--- src/rtl/fifo_feed_ctrl.sv ---
// Streams len 64-bit words from 128-bit memory lines into a 2-deep dual-write
// fifo, tracking fifo occupancy locally to choose between paired and single writes.
module fifo_feed_ctrl #(
    parameter int ADDR_W = 32,
    parameter int LEN_W  = 16
) (
    input  logic              clk,
    input  logic              rst,
    input  logic              start_i,
    input  logic [ADDR_W-1:0] base_addr_i,
    input  logic [LEN_W-1:0]  len_i,
    output logic              busy_o,
    output logic              done_o,
    output logic              mem_req_o,
    output logic [ADDR_W-1:0] mem_addr_o,
    input  logic              mem_gnt_i,
    input  logic              mem_rvalid_i,
    input  logic [127:0]      mem_rdata_i,
    output logic              fifo_w2entry_o,
    output logic [127:0]      fifo_wd_o,
    output logic              fifo_wen_o,
    output logic              fifo_ren_o,
    input  logic              fifo_empty_i,
    input  logic [63:0]       fifo_rd_i,
    output logic              out_valid_o,
    output logic [63:0]       out_data_o,
    input  logic              out_ready_i
);

    typedef enum logic [1:0] {IDLE, RUN, DRAIN, DONE} state_t;

    state_t              state_q, state_d;
    logic [LEN_W-1:0]    len_q, len_d;
    logic [ADDR_W-1:0]   addr_q, addr_d;
    logic [LEN_W-1:0]    lines_left_q, lines_left_d;
    logic [LEN_W-1:0]    delivered_q, delivered_d;
    logic                outstanding_q, outstanding_d;
    logic [127:0]        hold_q, hold_d;
    logic                hold_valid_q, hold_valid_d;
    logic                hold_two_q, hold_two_d;   // hold_cnt==2
    logic [1:0]          occ_q, occ_d;

    logic       rd_eff;
    logic [1:0] space;
    logic [1:0] wr_words;

    assign out_valid_o = ~fifo_empty_i;
    assign out_data_o  = fifo_rd_i;
    assign fifo_ren_o  = out_valid_o & out_ready_i;
    assign fifo_wd_o   = hold_q;
    assign mem_addr_o  = addr_q;
    assign busy_o      = (state_q != IDLE);
    assign done_o      = (state_q == DONE);

    // Reads only count against the model when it believes the fifo holds data.
    assign rd_eff = fifo_ren_o & (occ_q != 2'd0);
    assign space  = 2'd2 - occ_q + {1'b0, rd_eff};

    always_comb begin
        state_d        = state_q;
        len_d          = len_q;
        addr_d         = addr_q;
        lines_left_d   = lines_left_q;
        delivered_d    = delivered_q;
        outstanding_d  = outstanding_q;
        hold_d         = hold_q;
        hold_valid_d   = hold_valid_q;
        hold_two_d     = hold_two_q;
        fifo_wen_o     = 1'b0;
        fifo_w2entry_o = 1'b0;
        wr_words       = 2'd0;

        mem_req_o = (state_q == RUN) && (lines_left_q != '0) && !outstanding_q && !hold_valid_q;

        if (hold_valid_q && space != 2'd0) begin
            fifo_wen_o = 1'b1;
            if (hold_two_q && space == 2'd2) begin
                fifo_w2entry_o = 1'b1;
                wr_words       = 2'd2;
                hold_valid_d   = 1'b0;
            end else if (hold_two_q) begin
                wr_words       = 2'd1;
                hold_d[63:0]   = hold_q[127:64];
                hold_two_d     = 1'b0;
            end else begin
                wr_words       = 2'd1;
                hold_valid_d   = 1'b0;
            end
        end
        occ_d = occ_q + wr_words - {1'b0, rd_eff};

        if (mem_req_o && mem_gnt_i) begin
            outstanding_d = 1'b1;
            addr_d        = addr_q + ADDR_W'(16);
            lines_left_d  = lines_left_q - LEN_W'(1);
        end

        // Only one line is ever in flight, so lines_left==0 marks the last one.
        if (outstanding_q && mem_rvalid_i && state_q == RUN) begin
            hold_d        = mem_rdata_i;
            hold_valid_d  = 1'b1;
            outstanding_d = 1'b0;
            hold_two_d    = !(lines_left_q == '0 && len_q[0]);
        end

        if (busy_o && fifo_ren_o)
            delivered_d = delivered_q + LEN_W'(1);

        case (state_q)
            IDLE: begin
                if (start_i) begin
                    len_d        = len_i;
                    addr_d       = base_addr_i;
                    lines_left_d = (len_i >> 1) + LEN_W'(len_i[0]);
                    delivered_d  = '0;
                    state_d      = (len_i != '0) ? RUN : DONE;
                end
            end
            RUN: begin
                if (lines_left_q == '0 && !outstanding_q && !hold_valid_q)
                    state_d = DRAIN;
            end
            DRAIN: begin
                if (delivered_q == len_q)
                    state_d = DONE;
            end
            default: state_d = IDLE;
        endcase
    end

    always_ff @(posedge clk) begin
        if (rst) begin
            state_q       <= IDLE;
            len_q         <= '0;
            addr_q        <= '0;
            lines_left_q  <= '0;
            delivered_q   <= '0;
            outstanding_q <= 1'b0;
            hold_q        <= '0;
            hold_valid_q  <= 1'b0;
            hold_two_q    <= 1'b0;
            occ_q         <= '0;
        end else begin
            state_q       <= state_d;
            len_q         <= len_d;
            addr_q        <= addr_d;
            lines_left_q  <= lines_left_d;
            delivered_q   <= delivered_d;
            outstanding_q <= outstanding_d;
            hold_q        <= hold_d;
            hold_valid_q  <= hold_valid_d;
            hold_two_q    <= hold_two_d;
            occ_q         <= occ_d;
        end
    end

endmodule
--- config.mk ---
export PLATFORM = sky130hd
export DESIGN_NAME = fifo_feed_ctrl
export DESIGN_NICKNAME = d
export VERILOG_FILES = /design/src/rtl/fifo_feed_ctrl.sv
export SDC_FILE = /design/constraint.sdc
export NUM_CORES = 1
export LEC_CHECK = 0
export BUFFER_PORTS_ARGS = -buffer_cell sky130_fd_sc_hd__buf_2
export CAP_MARGIN = 25
export CORE_AREA = 2 2 186 188
export CTS_BUF_LIST = sky130_fd_sc_hd__clkbuf_4
export CTS_CLUSTER_DIAMETER = 60
export DETAILED_ROUTE_END_ITERATION = 8
export DIE_AREA = 0 0 188 190
export HOLD_SLACK_MARGIN = 0.03
export PLACE_DENSITY = 0.56
export SLEW_MARGIN = 25
export SYNTH_ARGS = -nofsm -noshare
export SYNTH_HDL_FRONTEND = slang
export SYNTH_SLANG_ARGS = --single-unit
--- constraint.sdc ---
create_clock -name clk -period 4.5 [get_ports clk]
set_input_delay 0.9 -clock clk [delete_from_list [all_inputs] [get_ports clk]]
set_output_delay 0.9 -clock clk [all_outputs]
set_load 0.02 [all_outputs]
==> out/qor.txt, run 1 <==
M3 GR Usage: 4.69%
unrepaired setup endpoints after global routing: no
post_cts resized: 0
syn avg cell area: 8.33 um^2
cells after synthesis: 1235
Crit. End Element: primary output
worst hold start: mem_addr_o[0]$_SDFFE_PP0P_
port bufs: 349
core area: 33900 um^2
fmax: 0.309 GHz
Worst Setup Path Type: flop to primary output
post-route cell area: 12700 um^2
Starting Density: 30.3%
Avg WL per Cell: 16.3 um
P_leak: 0.00567 uW
status: complete, no violations
Fill cells: 3637
Synth top area share: 41.9%
largest net degree at the start of global routing: 140
worst reg2reg setup slack: 1820 ps
EDFF count, synth: 0
worst endpoint required time: 3600 ps
part of the cycle the worst path needs: 71.9%
# Post-CTS Setup Buffers: 0
vias per cell: 4.88
Iter 0 DRT Violations: 448
Crit path arrival time: 2340 ps
multi-input combinational cell area: 5130 um^2
min setup slack post-route: 1260 ps
detailed-route via count: 9798
gr busiest metal: met2
Final Slew Violations: 0
final hold vios: 0
layout cell share with drive strength beyond 1: 30.0%
synthesis-to-finish area growth: 23.1%
CTS tree: done
CP startpoint kind: flop
Primary FF master, synth: dfxtp_1
hpwl dp: 23500 um
largest area contributor in the netlist: dfxtp_1
row cnt: 68
setup violators final: 0
highest ir drop seen on vdd: 0.296 mV
Tmin final: 3240 ps
Clock Skews: 42.0 ps
met1 GRT Util: 21.6%
initial antenna violation count: 4
CTS max path bufs: 3
Async SR Flop Fraction: 0%
Ys Warns: 0
Pre-antenna DRT Iters: 5
slew margin rel.: 48.8%
crit path from: lines_left_q[0]$_SDFF_PP0_
global route overflow: 0
Antenna Nets Post-Route: 0
later-pin clock latency in the skew report: 660 ps
CTS H-tree lvls: 3
CTS buffer count: 66
Num Clock Sinks: 215
number of hold buffers added after cts: 0
max cap viols: 0
Core Util, Final: 37.3%
Final Wtd Congestion: 0.850
Crit Path Max Fanout: 3
clk root buf: clkbuf_4
die span in y: 190 um
Mapped Nets: 1496
routing usage on met2: 30.2%
GRT Resource Usage Total: 17.7%
final layout net count: 1776
Crit Reg-Reg Startpoint: state_q[1]$_SDFFE_PP0P_
Die Area: 35700 um^2
HP Class: flop to flop
drc violations: 0
number of global-route vias before repair: 9315
final setup TNS: 0 ps
Seq/Total Area, Yosys: 41.9%
first-pass GRT wire length: 50800 um
top post-synthesis cells by area: dfxtp_1 (42%), nand2_1 (7.1%), mux2i_1 (6.7%)
CTS clock-pin slew for the worst setup and hold paths: 60 ps
register bit total from synthesis: 215
P per Cell Area: 412 nW/um^2
Die W: 188 um
dpl ws: 1150 ps
Synth cell types: 48
FF+latch area: 4300 um^2
IO Count: 478
Tightest Pin Transition: 768 ps
placed inst area: 11900 um^2
Total Wirelength: 32800 um
mapped cell area: 10300 um^2
==> state kept, by name, summed over array words and instances (netlist names) <==
signal         flops
fifo_wd_o        128
mem_addr_o        32
delivered_q       16
len_q             16
lines_left_q      16
occ_q              2
state_q            2
hold_two_q         1
hold_valid_q       1
outstanding_q      1
==> metrics by stage <==
| step | power, uW | std cells | hold slack [ps] |
|---|---|---|---|
| 2_1_floorplan | 3170 | 1235 | 449 |
| 3_3_place_gp | 3510 | 1902 | 441 |
| 3_5_place_dp | 3520 | 1902 | 447 |
| 4_1_cts | 5310 | 2004 | 396 |
| 5_1_grt | 5570 | 2009 | 374 |
| 6_report | 5210 | 2009 | 452 |
==> placed cells by master, fill, tap and decap left out, types with 5 or more instances in the layout <==
cell,netlist,routed
a211oi_1,89,89
a21oi_1,92,92
a311oi_1,11,11
and3_1,9,8
and4_1,7,7
buf_2,9,348
buf_4,65,6
clkbuf_4,0,88
clkinv_1,0,9
dfxtp_1,215,215
diode_2,0,5
ha_1,14,14
inv_1,20,20
mux2i_1,69,69
nand2_1,195,194
nand3_1,25,24
nand4_1,20,20
nor2_1,136,136
nor3_1,19,19
nor4_1,22,22
o21ai_0,18,18
o31a_1,5,5
or3_1,12,12
xnor2_1,52,52
xor2_1,17,17
==> critical path: stages, from the launching register on <==
cell and delay (ps):
dfxtp_1 330, inv_1 100, ha_1 170, nor4b_1 470
nand4_1 220, and3_1 260, buf_2 160
==> layer usage <==
| layer | share of wire (%) | routed length, um |
|---|---|---|
| met4 | 1.8 | 604 |
| met1 | 43 | 14000 |
| met3 | 6.8 | 2230 |
| met5 | 0 | 0 |
| met2 | 49 | 16000 |
==> final timing paths <==
| check | to | cells past startpoint |
|---|---|---|
| max reg2reg | lines_left_q[1]$_SDFF_PP0_ | 6 |
| min | mem_addr_o[0]$_SDFFE_PP0P_ | 2 |
| min reg2reg | mem_addr_o[0]$_SDFFE_PP0P_ | 2 |
| max | mem_req_o | 6 |
==> final cells by class <==
type | count | area share, %
flip-flops and latches | 215 | 34.0
inverters | 20 | 0.593
multi-input cells | 854 | 40.5
clock inverters | 14 | 0.435
repair buffers | 358 | 14.7
well taps | 455 | 4.50
clock buffers | 88 | 5.22
diodes | 5 | 0.0988
==> power breakdown <==
part	switching (uW)	internal (uW)	total [uW]
Combinational	763	446	1210
Clock	829	894	1720
Sequential	191	2090	2280
==> kinds of logic after synthesis <==
logic type                 after synthesis  synth area share (%)
and+or+nand+nor                        470                  20.7
DFF                                    215                  41.9
muxes                                   71                  6.94
buffers and inverters                  166                  8.54
AOI/OAI and AO/OA                      230                  14.4
adders and majority gates               14                  1.70
xor gates and xnor gates                69                  5.88
==> cells in the mapped netlist, types with 2 or more instances <==
cell type	instances
nand2b_1	4
buf_4	65
nand4_1	20
nor3_1	19
nand3_1	25
or3_1	12
nand3b_1	2
and2_1	2
inv_1	20
a31oi_1	2
nor4_1	22
a41oi_1	2
nor2_1	136
xor2_1	17
xnor2_1	52
or4_1	3
clkbuf_1	66
ha_1	14
o31a_1	5
a211oi_1	89
mux2_2	2
a21oi_1	92
and3_1	9
nor2b_1	2
nand2_1	195
and4_1	7
buf_2	9
nand4b_1	2
nor4b_1	4
a311oi_1	11
a21o_1	2
mux2i_1	69
buf_1	6
o21ai_0	18
dfxtp_1	215
o31ai_1	3
(Power assumes the default switching activity.)
==> inputs of run 2 (changes only) <==
==> constraint.sdc (replaced) <==
create_clock -name clk -period 3.3 [get_ports clk]
set_input_delay 0.66 -clock clk [delete_from_list [all_inputs] [get_ports clk]]
set_output_delay 0.66 -clock clk [all_outputs]
set_load 0.02 [all_outputs]
==> out/qor.txt, run 2 (synthesis gave the netlist of run 1 again) <==
part of the cycle the worst path needs: 93.9%
Die Area: 35700 um^2
port bufs: 349
die span in y: 190 um
synthesis-to-finish area growth: 24.3%
worst reg2reg setup slack: 740 ps
later-pin clock latency in the skew report: 700 ps
row cnt: 68
Finished Layout Cells: 2017
Hold WS: 193 ps
# Post-CTS Setup Buffers: 0
min setup slack post-route: 202 ps
WHS Endpoint: fifo_wd_o[117]$_SDFFE_PP0P_
highest ir drop seen on vdd: 0.540 mV
unrepaired setup endpoints after global routing: no
Internal Power: 4850 uW
CTS clock-pin slew for the worst setup and hold paths: 70 ps
IO Count: 478
Crit Path Max Fanout: 3
power share of the combinational group: 22.9%
Worst Setup Path Type: flop to primary output
CP startpoint kind: flop
worst hold start: mem_rdata_i[117]
Crit Reg-Reg Startpoint: state_q[1]$_SDFFE_PP0P_
CTS buffer count: 60
Final Slew Violations: 0
drc violations: 0
GRT Resource Usage Total: 17.7%
detailed-route via count: 9781
hold path depth: 3
Starting Density: 30.3%
commonest non-fill, non-tap cell in the layout: buf_2
slew margin rel.: 40.3%
layout cell share with drive strength beyond 1: 30.8%
post_cts resized: 0
number of hold buffers added after cts: 0
P per Cell Area: 570 nW/um^2
HP Class: input port to flop
Crit path arrival time: 2440 ps
Antenna Nets Post-Route: 0
core area: 33900 um^2
first-pass GRT wire length: 51000 um
Pre-antenna DRT Iters: 4
Seq pwr share: 42.6%
power share of the clock group: 34.5%
max cap viols: 0
largest net degree at the start of global routing: 105
Die W: 188 um
Num Clock Sinks: 215
initial antenna violation count: 2
DP Cell Count: 1911
final layout net count: 1779
hpwl dp: 23800 um
CTS max path bufs: 3
clk root buf: clkbuf_4
Core Util, Final: 37.7%
setup violators final: 0
CTS tree: done
Final Wtd Congestion: 0.840
final hold vios: 0
Tmin final: 3100 ps
status: complete, no violations
number of global-route vias before repair: 9335
Clock Skews: 25.1 ps
Crit. End Element: primary output
reg2reg end: mem_addr_o[30]$_SDFF_PP0_
Iter 0 DRT Violations: 478
Tightest Pin Transition: 896 ps
Psw: 2440 uW
Total Wirelength: 32900 um
worst endpoint required time: 2640 ps
max reg flops: 128
commonest cells after routing, fill and taps aside: buf_2 (348), dfxtp_1 (215), nand2_1 (194)
final setup TNS: 0 ps
global route overflow: 0
P_leak: 0.00575 uW
CTS H-tree lvls: 2
switching fraction of total power: 33.5%
Avg WL per Cell: 16.3 um
vias per cell: 4.85
dpl ws: 236 ps
number of cells on the worst reg-to-reg path: 6
fmax: 0.323 GHz
-- run 2: worst max-delay path: stages (launching register included) --
cell and delay (ps):
dfxtp_1 330, inv_1 90, ha_1 210, nor4b_1 490, nand4_1 190, and3_1 270, buf_2 170
-- run 2: power by group through the flow --
| stage | sequential (uW) | clock, uW | combinational [uW] |
|---|---|---|---|
| finish | 3100 | 2520 | 1670 |
| global placement | 3150 | 0 | 1660 |
| detailed placement | 3160 | 0 | 1680 |
| global route | 3140 | 2770 | 1830 |
| CTS | 3100 | 2620 | 1680 |
| floorplan | 3270 | 0 | 1050 |
-- run 2: metal layers --
layer / vias up / routed length (um) / global-route usage, % / part of all wire [%]
met5: - / 0 / 0 / 0
met3: 48 / 2070 / 4.11 / 6.3
met4: 0 / 556 / 6.06 / 1.7
li1: 4852 / - / - / -
met1: 4554 / 14300 / 22.0 / 43
met2: 327 / 16000 / 30.1 / 49
-- run 2: how the worst max path moves through the flow --
stage / from / end / slack [ps] / depth (start not counted)
2_1_floorplan: out_ready_i / occ_q[1]$_SDFF_PP0_ / 390 / 13
3_3_place_gp: fifo_empty_i / occ_q[1]$_SDFF_PP0_ / 250 / 14
3_5_place_dp: fifo_empty_i / occ_q[1]$_SDFF_PP0_ / 240 / 14
4_1_cts: lines_left_q[0]$_SDFF_PP0_ / mem_req_o / 130 / 6
5_1_grt: lines_left_q[1]$_SDFF_PP0_ / mem_req_o / 40 / 6
6_report: lines_left_q[0]$_SDFF_PP0_ / mem_req_o / 200 / 6
-- run 2: layout make-up --
class / count / area (um^2)
Inverter: 20 / 75.1
Tap cell: 455 / 569
Timing Repair Buffer: 367 / 1930
Multi-Input combinational cell: 854 / 5120
Clock inverter: 7 / 53.8
Clock buffer: 97 / 728
Sequential cell: 215 / 4300
Antenna cell: 2 / 5.00
Fill cell: 3646 / 21200
-- run 2: stage by stage --
step	instance area [um^2]	power, uW
finish	12800	7290
global route	12800	7740
CTS	12800	7410
detailed placement	12000	4830
global placement	12000	4810
floorplan	10300	4320
==> inputs of run 3 (changes only) <==
--- a/config.mk
+++ b/config.mk
@@ -5,7 +5,7 @@
 export SDC_FILE = /design/constraint.sdc
 export NUM_CORES = 1
 export LEC_CHECK = 0
-export BUFFER_PORTS_ARGS = -buffer_cell sky130_fd_sc_hd__buf_2
+export BUFFER_PORTS_ARGS = -buffer_cell sky130_fd_sc_hd__buf_4
 export CAP_MARGIN = 25
 export CORE_AREA = 2 2 186 188
 export CTS_BUF_LIST = sky130_fd_sc_hd__clkbuf_4
==> out/qor.txt, run 3 (synthesis gave the netlist of run 1 again) <==
Avg WL per Cell: 16.6 um
synthesis-to-finish area growth: 33.1%
Final Slew Violations: 0
later-pin clock latency in the skew report: 670 ps
CTS clock-pin slew for the worst setup and hold paths: 60 ps
initial antenna violation count: 1
largest net degree at the start of global routing: 85
Antenna Nets Post-Route: 0
Die W: 188 um
commonest cells after routing, fill and taps aside: buf_4 (358), dfxtp_1 (215), nand2_1 (194)
Final Wtd Congestion: 0.811
row cnt: 68
Crit path arrival time: 2380 ps
status: complete, no violations
CP startpoint kind: flop
layout cell share with drive strength beyond 1: 30.6%
dpl ws: 364 ps
number of global-route vias before repair: 9459
HP Class: input port to flop
IO Count: 478
core area: 33900 um^2
vias per cell: 4.84
hpwl dp: 24100 um
die span in y: 190 um
fmax: 0.329 GHz
CTS tree: done
Clock Skews: 27.2 ps
final hold vios: 0
max cap viols: 0
Iter 0 DRT Violations: 451
Hold WS: 225 ps
setup violators final: 0
CTS max path bufs: 3
slew margin rel.: 49.2%
CTS H-tree lvls: 2
Tmin final: 3040 ps
detailed-route via count: 9791
first-pass GRT wire length: 51900 um
commonest non-fill, non-tap cell in the layout: buf_4
GRT Resource Usage Total: 18.0%
max reg flops: 128
min setup slack post-route: 264 ps
worst endpoint required time: 2640 ps
clk root buf: clkbuf_4
drc violations: 0
Total Wirelength: 33600 um
part of the cycle the worst path needs: 92.0%
CTS buffer count: 61
Worst Setup Path Type: flop to primary output
P_leak: 0.00591 uW
Starting Density: 30.3%
Pre-antenna DRT Iters: 4
total power: 7400 uW
Crit Path Max Fanout: 3
final setup TNS: 0 ps
Num Clock Sinks: 215
Tightest Pin Transition: 762 ps
post_cts resized: 0
port bufs: 349
highest ir drop seen on vdd: 0.274 mV
P per Cell Area: 541 nW/um^2
unrepaired setup endpoints after global routing: no
final layout net count: 1778
global route overflow: 0
Die Area: 35700 um^2
Crit. End Element: primary output
[run 3: changes by cell type in the layout (fill, tap and decap cells not counted), sizes merged]
cell,change
clkinv,+8
buf,-2
bufinv,-1
clkbuf,+1
diode,-1
inv,+1
[run 3: layout make-up]
| class | instances | area (um^2) |
|---|---|---|
| Antenna cell | 1 | 2.50 |
| Clock buffer | 98 | 736 |
| Clock inverter | 15 | 58.8 |
| Fill cell | 3485 | 20300 |
| Inverter | 20 | 75.1 |
| Multi-Input combinational cell | 854 | 5120 |
| Sequential cell | 215 | 4300 |
| Tap cell | 455 | 569 |
| Timing Repair Buffer | 365 | 2820 |
[run 3: metal layers]
layer | track usage [%] | vias to the layer above | wire length, um
li1 | - | 4850 | -
met1 | 22.2 | 4556 | 14400
met2 | 31.0 | 337 | 16600
met3 | 4.15 | 48 | 1950
met4 | 5.88 | 0 | 651
met5 | 0 | - | 0
[run 3: what timing repair did]
action                     CTS  global route
setup buffers                1             0
hold buffers                 0             0
setup endpoints to repair    1             0
hold endpoints to repair     0             0
[run 3: metrics by stage]
stage                     std cells  area [um^2]  util (%)
after floorplan                1235        10300         -
after global placement         1908        12900      37.9
after detailed placement       1908        12900      37.9
after CTS                      2022        13700      40.3
after global routing           2023        13700      40.3
final                          2023        13700      40.3
[run 3: worst paths after layout]
| path | start | endpoint | slack [ps] | depth (start not counted) |
|---|---|---|---|---|
| min reg2reg | mem_addr_o[0]$_SDFFE_PP0P_ | mem_addr_o[0]$_SDFFE_PP0P_ | 460 | 2 |
| max | lines_left_q[0]$_SDFF_PP0_ | mem_req_o | 260 | 6 |
| max reg2reg | lines_left_q[0]$_SDFF_PP0_ | lines_left_q[1]$_SDFF_PP0_ | 770 | 7 |
| min | base_addr_i[21] | mem_addr_o[21]$_SDFF_PP0_ | 220 | 3 |
[run 3: report_power, final]
part	switching [uW]	leakage, uW	internal, uW
logic	1040	0.00369	768
registers	267	0.00175	2840
clock network	1150	0.000482	1340
[run 3: worst max-delay path, cell delays in order, from the launching register on]
cell and delay, ps:
dfxtp_1 330, inv_1 110, ha_1 150, nor4b_1 460
nand4_1 240, and3_1 270, buf_4 160
